--- config.mk ---
export PLATFORM = sky130hd
export DESIGN_NAME = tx_symbol_feeder
export DESIGN_NICKNAME = d
export VERILOG_FILES = /design/src/rtl/modem_tx_pkg.sv /design/src/rtl/tx_tap_line.sv /design/src/rtl/tx_symbol_feeder.sv
export SDC_FILE = /design/constraint.sdc
export NUM_CORES = 1
export LEC_CHECK = 0
export ABC_AREA = 1
export CAP_MARGIN = 20
export CORE_MARGIN = 1.5
export CORE_UTILIZATION = 40
export DETAILED_ROUTE_END_ITERATION = 12
export PLACE_DENSITY_LB_ADDON = 0.25
export SKIP_CTS_REPAIR_TIMING = 1
export SLEW_MARGIN = 25
export SYNTH_ARGS = -nofsm -noshare
export SYNTH_HDL_FRONTEND = slang
export SYNTH_SLANG_ARGS = --single-unit
--- constraint.sdc ---
create_clock -name clk -period 2.13 [get_ports clk]
set_input_delay 0.426 -clock clk [delete_from_list [all_inputs] [get_ports clk]]
set_output_delay 0.426 -clock clk [all_outputs]
set_load 0.02 [all_outputs]
--- src/rtl/modem_tx_pkg.sv ---
`default_nettype none
// ---------------------------------------------------------------------------
// modem_tx_pkg : tap codes, stage count, sequencer states, dibit->code map
// Revision 1.0
// ---------------------------------------------------------------------------
package modem_tx_pkg;

  localparam logic [1:0] CODE_ZERO = 2'b00;
  localparam logic [1:0] CODE_POS  = 2'b01;
  localparam logic [1:0] CODE_NEG  = 2'b11;

  localparam int NUM_STAGES = 8;

  typedef enum logic [1:0] {
    ST_IDLE  = 2'd0,
    ST_RUN   = 2'd1,
    ST_DRAIN = 2'd2
  } tx_state_e;

  typedef struct packed {
    logic [1:0] q;
    logic [1:0] i;
  } tap_pair_t;

  // Sign bit 0 is +coefficient, 1 is -coefficient.
  function automatic tap_pair_t dibit_to_codes(input logic [1:0] dibit);
    tap_pair_t p;
    p.i = dibit[0] ? CODE_NEG : CODE_POS;
    p.q = dibit[1] ? CODE_NEG : CODE_POS;
    return p;
  endfunction

endpackage
`default_nettype wire

--- src/rtl/tx_tap_line.sv ---
`default_nettype none
// ---------------------------------------------------------------------------
// tx_tap_line : 2-bit-per-symbol delay line, newest code at [1:0]
// Revision 1.0
// ---------------------------------------------------------------------------
module tx_tap_line
  import modem_tx_pkg::*;
#(
  parameter int TAPS = 17
) (
  input  logic              clk,
  input  logic              rst_n,
  input  logic              shift_en,
  input  logic              clear,
  input  logic [1:0]        code_in,
  output logic [2*TAPS-1:0] taps
);

  logic [2*TAPS-1:0] taps_q;
  logic [2*TAPS-1:0] taps_d;
  logic [2*TAPS-1:0] shifted;

  generate
    if (TAPS > 1) begin : g_multi
      assign shifted = {taps_q[2*TAPS-3:0], code_in};
    end else begin : g_single
      assign shifted = code_in;
    end
  endgenerate

  always_comb begin
    taps_d = taps_q;
    if (clear) begin
      taps_d = {TAPS{CODE_ZERO}};
    end else if (shift_en) begin
      taps_d = shifted;
    end
  end

  always_ff @(posedge clk or negedge rst_n) begin
    if (!rst_n) begin
      taps_q <= '0;
    end else begin
      taps_q <= taps_d;
    end
  end

  assign taps = taps_q;

endmodule
`default_nettype wire

--- src/rtl/tx_symbol_feeder.sv ---
`default_nettype none
// ---------------------------------------------------------------------------
// tx_symbol_feeder : QPSK symbol sequencer for the polyphase shaping filter
// Revision 1.0
// ---------------------------------------------------------------------------
module tx_symbol_feeder
  import modem_tx_pkg::*;
#(
  parameter int DIV  = 4,
  parameter int TAPS = 17
) (
  input  logic              clk,
  input  logic              rst_n,
  input  logic              sym_valid,
  output logic              sym_ready,
  input  logic [1:0]        sym_data,
  input  logic              sym_last,
  output logic [2:0]        stage,
  output logic              enable,
  output logic [2*TAPS-1:0] taps_i,
  output logic [2*TAPS-1:0] taps_q,
  output logic              busy,
  output logic              underflow
);

  localparam int             CW         = (DIV > 1) ? $clog2(DIV) : 1;
  localparam int             DW         = $clog2(TAPS + 1);
  localparam logic [CW-1:0]  CNT_MAX    = CW'(DIV - 1);
  localparam logic [DW-1:0]  DRAIN_MAX  = DW'(TAPS);
  localparam logic [2:0]     LAST_STAGE = 3'(NUM_STAGES - 1);

  tx_state_e      state_q, state_d;
  logic [CW-1:0]  cnt_q, cnt_d;
  logic [2:0]     stage_q, stage_d;
  logic           enable_q, enable_d;
  logic           busy_q, busy_d;
  logic           underflow_q, underflow_d;
  logic           full_q, full_d;
  logic [1:0]     hold_data_q, hold_data_d;
  logic           hold_last_q, hold_last_d;
  logic           shifted_last_q, shifted_last_d;
  logic [DW-1:0]  drain_cnt_q, drain_cnt_d;

  logic      accept;
  logic      stage_end;
  logic      shift_held;
  logic      shift_zero;
  logic      shift_en;
  logic      clear_lines;
  tap_pair_t codes;
  logic [1:0] code_i;
  logic [1:0] code_q;

  assign accept    = sym_valid && !full_q;
  assign stage_end = (state_q != ST_IDLE) && (cnt_q == CNT_MAX);

  always_comb begin
    state_d        = state_q;
    cnt_d          = cnt_q;
    stage_d        = stage_q;
    full_d         = full_q;
    hold_data_d    = hold_data_q;
    hold_last_d    = hold_last_q;
    shifted_last_d = shifted_last_q;
    drain_cnt_d    = drain_cnt_q;
    underflow_d    = 1'b0;
    shift_held     = 1'b0;
    shift_zero     = 1'b0;

    case (state_q)
      ST_IDLE: begin
        cnt_d   = '0;
        stage_d = '0;
        if (full_q) begin
          state_d    = ST_RUN;
          shift_held = 1'b1;
        end
      end
      ST_RUN, ST_DRAIN: begin
        if (stage_end) begin
          cnt_d   = '0;
          stage_d = stage_q + 3'd1;
        end else begin
          cnt_d = cnt_q + CW'(1);
        end
        // Symbol boundary: the only place the delay lines may move.
        if (stage_end && (stage_q == LAST_STAGE)) begin
          if (full_q) begin
            shift_held  = 1'b1;
            state_d     = ST_RUN;
            drain_cnt_d = '0;
          end else if (state_q == ST_RUN) begin
            shift_zero  = 1'b1;
            state_d     = ST_DRAIN;
            drain_cnt_d = DW'(1);
            underflow_d = !shifted_last_q;
          end else if (drain_cnt_q == DRAIN_MAX) begin
            state_d = ST_IDLE;
          end else begin
            shift_zero  = 1'b1;
            drain_cnt_d = drain_cnt_q + DW'(1);
          end
        end
      end
      default: begin
        state_d = ST_IDLE;
        cnt_d   = '0;
        stage_d = '0;
      end
    endcase

    if (shift_held) begin
      full_d         = 1'b0;
      shifted_last_d = hold_last_q;
    end
    // accept needs full_q==0 and shift_held needs full_q==1, so they never collide.
    if (accept) begin
      full_d      = 1'b1;
      hold_data_d = sym_data;
      hold_last_d = sym_last;
    end

    enable_d = (state_d != ST_IDLE) && (cnt_d == CNT_MAX);
    busy_d   = (state_d != ST_IDLE);
  end

  always_ff @(posedge clk or negedge rst_n) begin
    if (!rst_n) begin
      state_q        <= ST_IDLE;
      cnt_q          <= '0;
      stage_q        <= '0;
      enable_q       <= 1'b0;
      busy_q         <= 1'b0;
      underflow_q    <= 1'b0;
      full_q         <= 1'b0;
      hold_data_q    <= '0;
      hold_last_q    <= 1'b0;
      shifted_last_q <= 1'b0;
      drain_cnt_q    <= '0;
    end else begin
      state_q        <= state_d;
      cnt_q          <= cnt_d;
      stage_q        <= stage_d;
      enable_q       <= enable_d;
      busy_q         <= busy_d;
      underflow_q    <= underflow_d;
      full_q         <= full_d;
      hold_data_q    <= hold_data_d;
      hold_last_q    <= hold_last_d;
      shifted_last_q <= shifted_last_d;
      drain_cnt_q    <= drain_cnt_d;
    end
  end

  assign codes       = dibit_to_codes(hold_data_q);
  assign code_i      = shift_held ? codes.i : CODE_ZERO;
  assign code_q      = shift_held ? codes.q : CODE_ZERO;
  assign shift_en    = shift_held || shift_zero;
  assign clear_lines = (state_q == ST_IDLE) && !full_q;

  tx_tap_line #(.TAPS(TAPS)) u_line_i (
    .clk      (clk),
    .rst_n    (rst_n),
    .shift_en (shift_en),
    .clear    (clear_lines),
    .code_in  (code_i),
    .taps     (taps_i)
  );

  tx_tap_line #(.TAPS(TAPS)) u_line_q (
    .clk      (clk),
    .rst_n    (rst_n),
    .shift_en (shift_en),
    .clear    (clear_lines),
    .code_in  (code_q),
    .taps     (taps_q)
  );

  assign sym_ready = !full_q;
  assign stage     = stage_q;
  assign enable    = enable_q;
  assign busy      = busy_q;
  assign underflow = underflow_q;

endmodule
`default_nettype wire

After elaboration in Yosys (flattened, before gate mapping) --
Index checks and enable logic that the tools add are counted.
Cells by class: $add $sub $neg 3, eq/ne operators 8, muxes and demuxes 35, reductions and logical operators 15
Operators by type and width (count):
- $mux 34 | 4
- $mux 2 | 11
- $mux 5 | 3
- $mux 1 | 13
- $reduce_bool 2->1 | 4
- $eq 2x2->1 const B | 3
- $mux 3 | 2
- $add 5x1->5 const B | 1
- $eq 5x5->1 const B | 1
- $logic_and 1x1->1 | 5
- $pmux 2 s2 | 1
- $add 3x1->3 const B | 1
- $eq 3x3->1 const B | 1
- $ne 3x3->1 const B | 1
- $reduce_and 3->1 | 1
- $add 2x1->2 const B | 1
- $eq 2x1->1 const B | 1
- $logic_not 1->1 | 2
- $logic_not 2->1 | 1
- $ne 2x2->1 const B | 1
- $pmux 1 s2 | 1
- $reduce_or 2->1 | 1
- $logic_or 1x1->1 | 1
Storage, ports and cells: flip-flop bits (word level) 88, bits of input ports 6, output and inout port bits 75, logic and storage cells 74

Longest topological paths before layout --
depth in word-level cells 9, mapped depth 13, depth with buffers taken out 13

Hierarchy --
Synthesis repeated with hierarchy kept, for this count alone.
Second synthesis, totals: cell total of the unflattened synthesis 421, area, all modules 3798.6 um^2
By module, submodules not included:
- tx_tap_line | times used 2, cells an instance 148, area each 1366.3 um^2, seq. area each 850.8 um^2
- tx_symbol_feeder | times used 1, cells an instance 125, area each 1066.0 um^2, seq. area each 500.5 um^2

Least setup slack after synthesis --
OpenSTA, ideal clock, no wires.
path type reg2reg, start register stage_q[0] (netlist: stage[0]), end register u_line_q.taps_q[10] (netlist: u_line_q.taps[10]), setup time 0.117 ns, arrival time 1.828 ns, required time 2.013 ns, path slack 0.185 ns, stages on the path, launching flop included 13, buffers on the path 2, clock period less this slack 1.945 ns, cells stage by stage dfrtp_1 ha_1 ha_1 inv_1 nor2_4 nand2_2 inv_2 o21ai_2 nand2_4 buf_6 buf_6 nand3_1 nand2_1
On the way: cells in the longest elaborated chain, start to end 6, elaborated cells on any way between the ends 8, classes of those cells eq/ne: 1; mux: 4; reduce/logical: 3
Ends and longest elaborated chain:
- start: declaration | RTL line tx_symbol_feeder.sv:34 | logic [2:0] stage_q, stage_d;
- start signal: assignment | RTL line tx_symbol_feeder.sv:143 | stage_q <= stage_d;
- $eq 3x3->1 * | RTL line tx_symbol_feeder.sv:87 | if (stage_end && (stage_q == LAST_STAGE)) begin
- $logic_and 1x1->1 * | RTL line tx_symbol_feeder.sv:87
- $mux 1 | RTL line tx_symbol_feeder.sv:87
- $pmux 1 s2 / $mux 1 (equally long branches) | RTL line tx_symbol_feeder.sv:70 | case (state_q)
- $logic_or 1x1->1 * | RTL line tx_symbol_feeder.sv:158 | assign shift_en = shift_held || shift_zero;
- $reduce_bool 2->1 (no line) *
- end signal: assignment | RTL line tx_tap_line.sv:44 | taps_q <= taps_d;
- end: declaration | RTL line tx_tap_line.sv:19 | logic [2*TAPS-1:0] taps_q;
Mark *: on every way between the ends. The rest lies on a longest branch, timed or not. A chain may end at the register's enable or synchronous reset.

Worst setup path after layout --
start register full_q, end output sym_ready
On the way: cells in the longest elaborated chain, start to end 1
Ends and longest elaborated chain:
- start: declaration | RTL line tx_symbol_feeder.sv:38 | logic full_q, full_d;
- start signal: assignment | RTL line tx_symbol_feeder.sv:147 | full_q <= full_d;
- $logic_not 1->1 | RTL line tx_symbol_feeder.sv:179 | assign sym_ready = !full_q;
- end: declaration | RTL line tx_symbol_feeder.sv:15 | output logic sym_ready,
Every way passes these cells.

==> flow_results.org <==
** Worst setup path
- The worst register-to-register path ends at u_line_i.taps[1]$_DFFE_PN0P_.
- Arrival @ worst endpoint :: 1590 ps
- Crit path max-delay family :: buffers and inverters
- The critical path contains buffers and inverters numbering 2 combined.
- Data required time of the critical path :: 1700 ps
- The worst register-to-register path begins at state_q[1]$_DFF_PN0_.
- The signal on the critical path passes through inv_1, clkdlybuf4s50_1.
- Of all nets on the critical path, the largest fanout is 5.
- Worst Reg2Reg Path Length in Cells :: 13
- Type of element launching the critical path :: flip-flop
- Delay of the slowest critical-path stage :: 650 ps
- The slowest stage of the critical path is the sky130_fd_sc_hd__clkdlybuf4s50_1 cell.
- Path type of the worst setup path :: reg -> out
- Reg2Reg Setup Slack :: 210 ps
- STA classifies the critical path endpoint as an output pin.

** Cells and area
- In the final layout, the share of cells above drive strength 1 is 0.0935.
- The final layout contains 437 nets.
- 0 antenna diodes ended up in the layout.
- Layout-stage area growth over the synthesis result :: 31.1%
- Final standard cell count with taps included and fillers excluded :: 530
- The top cell types in the final layout, fill and taps aside, are sky130_fd_sc_hd__nand2_1 (131), sky130_fd_sc_hd__clkdlybuf4s50_1 (79), sky130_fd_sc_hd__dfrtp_1 (71), sky130_fd_sc_hd__nand3_1 (54), sky130_fd_sc_hd__inv_1 (16).
- Total of fill cells in the finished design :: 705
- The library cell used most frequently in the layout, excluding fill and tap cells, is sky130_fd_sc_hd__nand2_1.

** Global routing
- Entering global routing, the biggest net connects 53 pins.
- Vias in the first global route :: 2287
- The number of antenna violations at the first check in global routing came to 0.
- Grt total ovfl :: 0
- Global-route usage over all layers :: 0.168
- The first global-routing pass estimated 11200 microns of wire.

** Worst hold path
- The path class of the tightest hold or removal check is in -> async.

** Power
- Total power :: 4830 uW
- Power Dens Cells :: 1150 nW/um^2
- The analysis attributes to cell leakage a power of 0.00213 uW.
- Across the VDD grid, the largest voltage drop is 0.717 mV.

** Die
- Die W :: 92.5 microns
- Standard-cell rows :: 32
- For this design the top-level I/O count stands at 81.
- DIE AREA :: 8550 sq um
- Die boundary height :: 92.5 microns
- Std-Cell Core Area :: 7730 sq um
- The initial utilization of the core area, before any placement, comes to 0.415.

** Synthesis
- Of all cell types, the one taking the most synthesized area is sky130_fd_sc_hd__dfrtp_1.
- Sorting the synthesized cells by area gives the leading types as sky130_fd_sc_hd__dfrtp_1 (55%), sky130_fd_sc_hd__nand2_1 (15%), sky130_fd_sc_hd__nand3_1 (8.4%), sky130_fd_sc_hd__buf_4 (4.0%), sky130_fd_sc_hd__ha_1 (3.1%).
- In the synthesized netlist, the number of instances is 352.
- Sequential element share of the synthesized area :: 0.555
- Number of library cell types mapped by synthesis :: 27
- Netlist area before placement :: 3200 sq um
- Of all flip-flops after synthesis, the portion carrying an async set or reset was 1.00.
- Of the post-synthesis cell area, the dominant cell type holds 0.555.
- Synthesis produced a netlist with a net count of 366.
- Counting flops and latches in the post-synthesis netlist gives 71.
- Among all flip-flop cells after synthesis, the most frequent one is sky130_fd_sc_hd__dfrtp_1.
- A synthesized cell averages 9.10 sq um.
- EDFF count, synth :: 0
- Number of warning messages in the yosys log :: 0

** STA
- RSZ-0062 raised after global routing :: false
- On the final layout, the worst clock skew is 10.1 ps.
- At the pin with the least slew margin, the transition time is 656 ps.
- Setup total negative slack on the finished layout was measured at 0 ps.
- Final count of negative-setup-slack endpoints :: 0
- Based on the critical path, the design can be clocked at up to 496 MHz.
- Final-layout worst hold slack :: 115 ps
- Count of pins over their slew limit :: 0
- In this run the tightest slew margin relative to its limit is 0.563.
- The total count of hold-check failures in the final report is 0.
- After layout, the worst setup slack is 113 ps.
- For the finished layout, the period the worst path requires is 2020 ps.
- In the finished design, the share of the clock period the worst path needs comes to 0.947.

** Route
- Dividing the detail-routed via count by the number of cells gives 4.80.
- Number of nets with antenna violations after detailed routing :: 0
- In this run, the number of DRC markers left after iteration 0 of detailed routing was 142.
- Routed wire length per instance :: 12.8 microns
- Summed over all layers, the routed wires come to 6770 microns.
- Count of vias placed by the detailed router :: 2546
- After detailed routing, the number of remaining DRC violations is 0.
- First-pass iteration count of the detailed router :: 4

** Clocking
- Clock-pin slew was measured on the worst setup and hold paths at 70 ps.
- Buffer cell driving the clock tree root :: sky130_fd_sc_hd__clkbuf_8
- In this run the deepest clock path goes through 2 buffers.
- Counting every sink on the clock net gives 71.
- TritonCTS clock tree :: done
- CTS buffer count :: 9
- H-tree levels :: 3
- Clock insertion delay at the later pin of the skew report :: 340 ps

** Run status
- The flow ran to the end, and the final reports show no timing, DRC or antenna violations.

** Place
- Port Buffer Count :: 80
- Total placed cells including tap cells :: 512
- Worst setup slack before clock tree synthesis :: 112 ps
- Routability-driven placement finished with a final weighted congestion of 0.844.
- The HPWL after detailed placement is 4620 microns.

** Job
- Maximum capacitance violations :: 0
## cells in the mapped netlist, drive strengths merged, types with 2 or more instances
master / count
nand2: 134
nor2: 14
nand3: 54
clkbuf: 3
a21oi: 2
xor2: 2
dfrtp: 71
inv: 18
mux2: 2
ha: 8
buf: 30
o21ai: 7
o22ai: 2
## worst max path at each step
| stage | startpoint | endpoint | slack [ps] | depth (start not counted) |
|---|---|---|---|---|
| 3_3_place_gp | stage[0]$_DFFE_PN0P_ | u_line_q.taps[23]$_DFFE_PN0P_ | 170 | 12 |
| 3_5_place_dp | stage[0]$_DFFE_PN0P_ | u_line_q.taps[20]$_DFFE_PN0P_ | 110 | 12 |
| 5_1_grt | stage[0]$_DFFE_PN0P_ | u_line_q.taps[18]$_DFFE_PN0P_ | 20 | 12 |
| 4_1_cts | stage[0]$_DFFE_PN0P_ | u_line_q.taps[23]$_DFFE_PN0P_ | 80 | 12 |
| 2_1_floorplan | stage[0]$_DFFE_PN0P_ | u_line_q.taps[10]$_DFFE_PN0P_ | 180 | 12 |
| 6_report | full_q$_DFFE_PN0P_ | sym_ready | 110 | 2 |
## sequential cells by signal (all words and copies together) (netlist names)
name / flops
u_line_q.taps: 34
u_line_i.taps: 17
drain_cnt_q: 5
stage: 3
cnt_q: 2
hold_data_q: 2
state_q: 2
busy: 1
enable: 1
full_q: 1
hold_last_q: 1
shifted_last_q: 1
underflow: 1
## per-layer routing
layer | vias up | track usage | part of all wire
met3 | 10 | 0.0493 | 0.056
met1 | 1212 | 0.230 | 0.45
met4 | 0 | 0.0731 | 0.017
met2 | 74 | 0.248 | 0.47
met5 | - | 0 | 0
li1 | 1250 | - | -
## cells by family (layout without fill, tap and decap cells)
| family | count (synthesis) | after routing | synth area share |
|---|---|---|---|
| adder cells (fa/ha/maj) | 8 | 8 | 0.0313 |
| AO/OA/AOI/OAI | 13 | 13 | 0.0238 |
| multiplexers | 2 | 2 | 0.00703 |
| flip-flops | 71 | 71 | 0.555 |
| XOR/XNOR | 3 | 3 | 0.00820 |
| AND/OR/NAND/NOR | 204 | 204 | 0.275 |
| buffers and inverters | 51 | 127 | 0.100 |
## where the power goes
part	switching (uW)	internal [uW]
logic	1270	842
registers	176	1570
clock network	492	481
## stage by stage
step / util / cell area (sq um)
2_1_floorplan: - / 3200
6_report: 0.543 / 4200
3_5_place_dp: 0.515 / 3980
3_3_place_gp: 0.515 / 3980
5_1_grt: 0.543 / 4200
4_1_cts: 0.539 / 4170
## cell type report
class                           instances  area (sq um)  area share
Timing Repair Buffer                   93           938       0.223
Clock inverter                          5          32.5     0.00775
Sequential cell                        71          1780       0.423
Tap cell                              102           128      0.0304
Inverter                               18          67.6      0.0161
Multi-Input combinational cell        230          1100       0.263
Clock buffer                           11           151      0.0361
(Power assumes the default switching activity.)
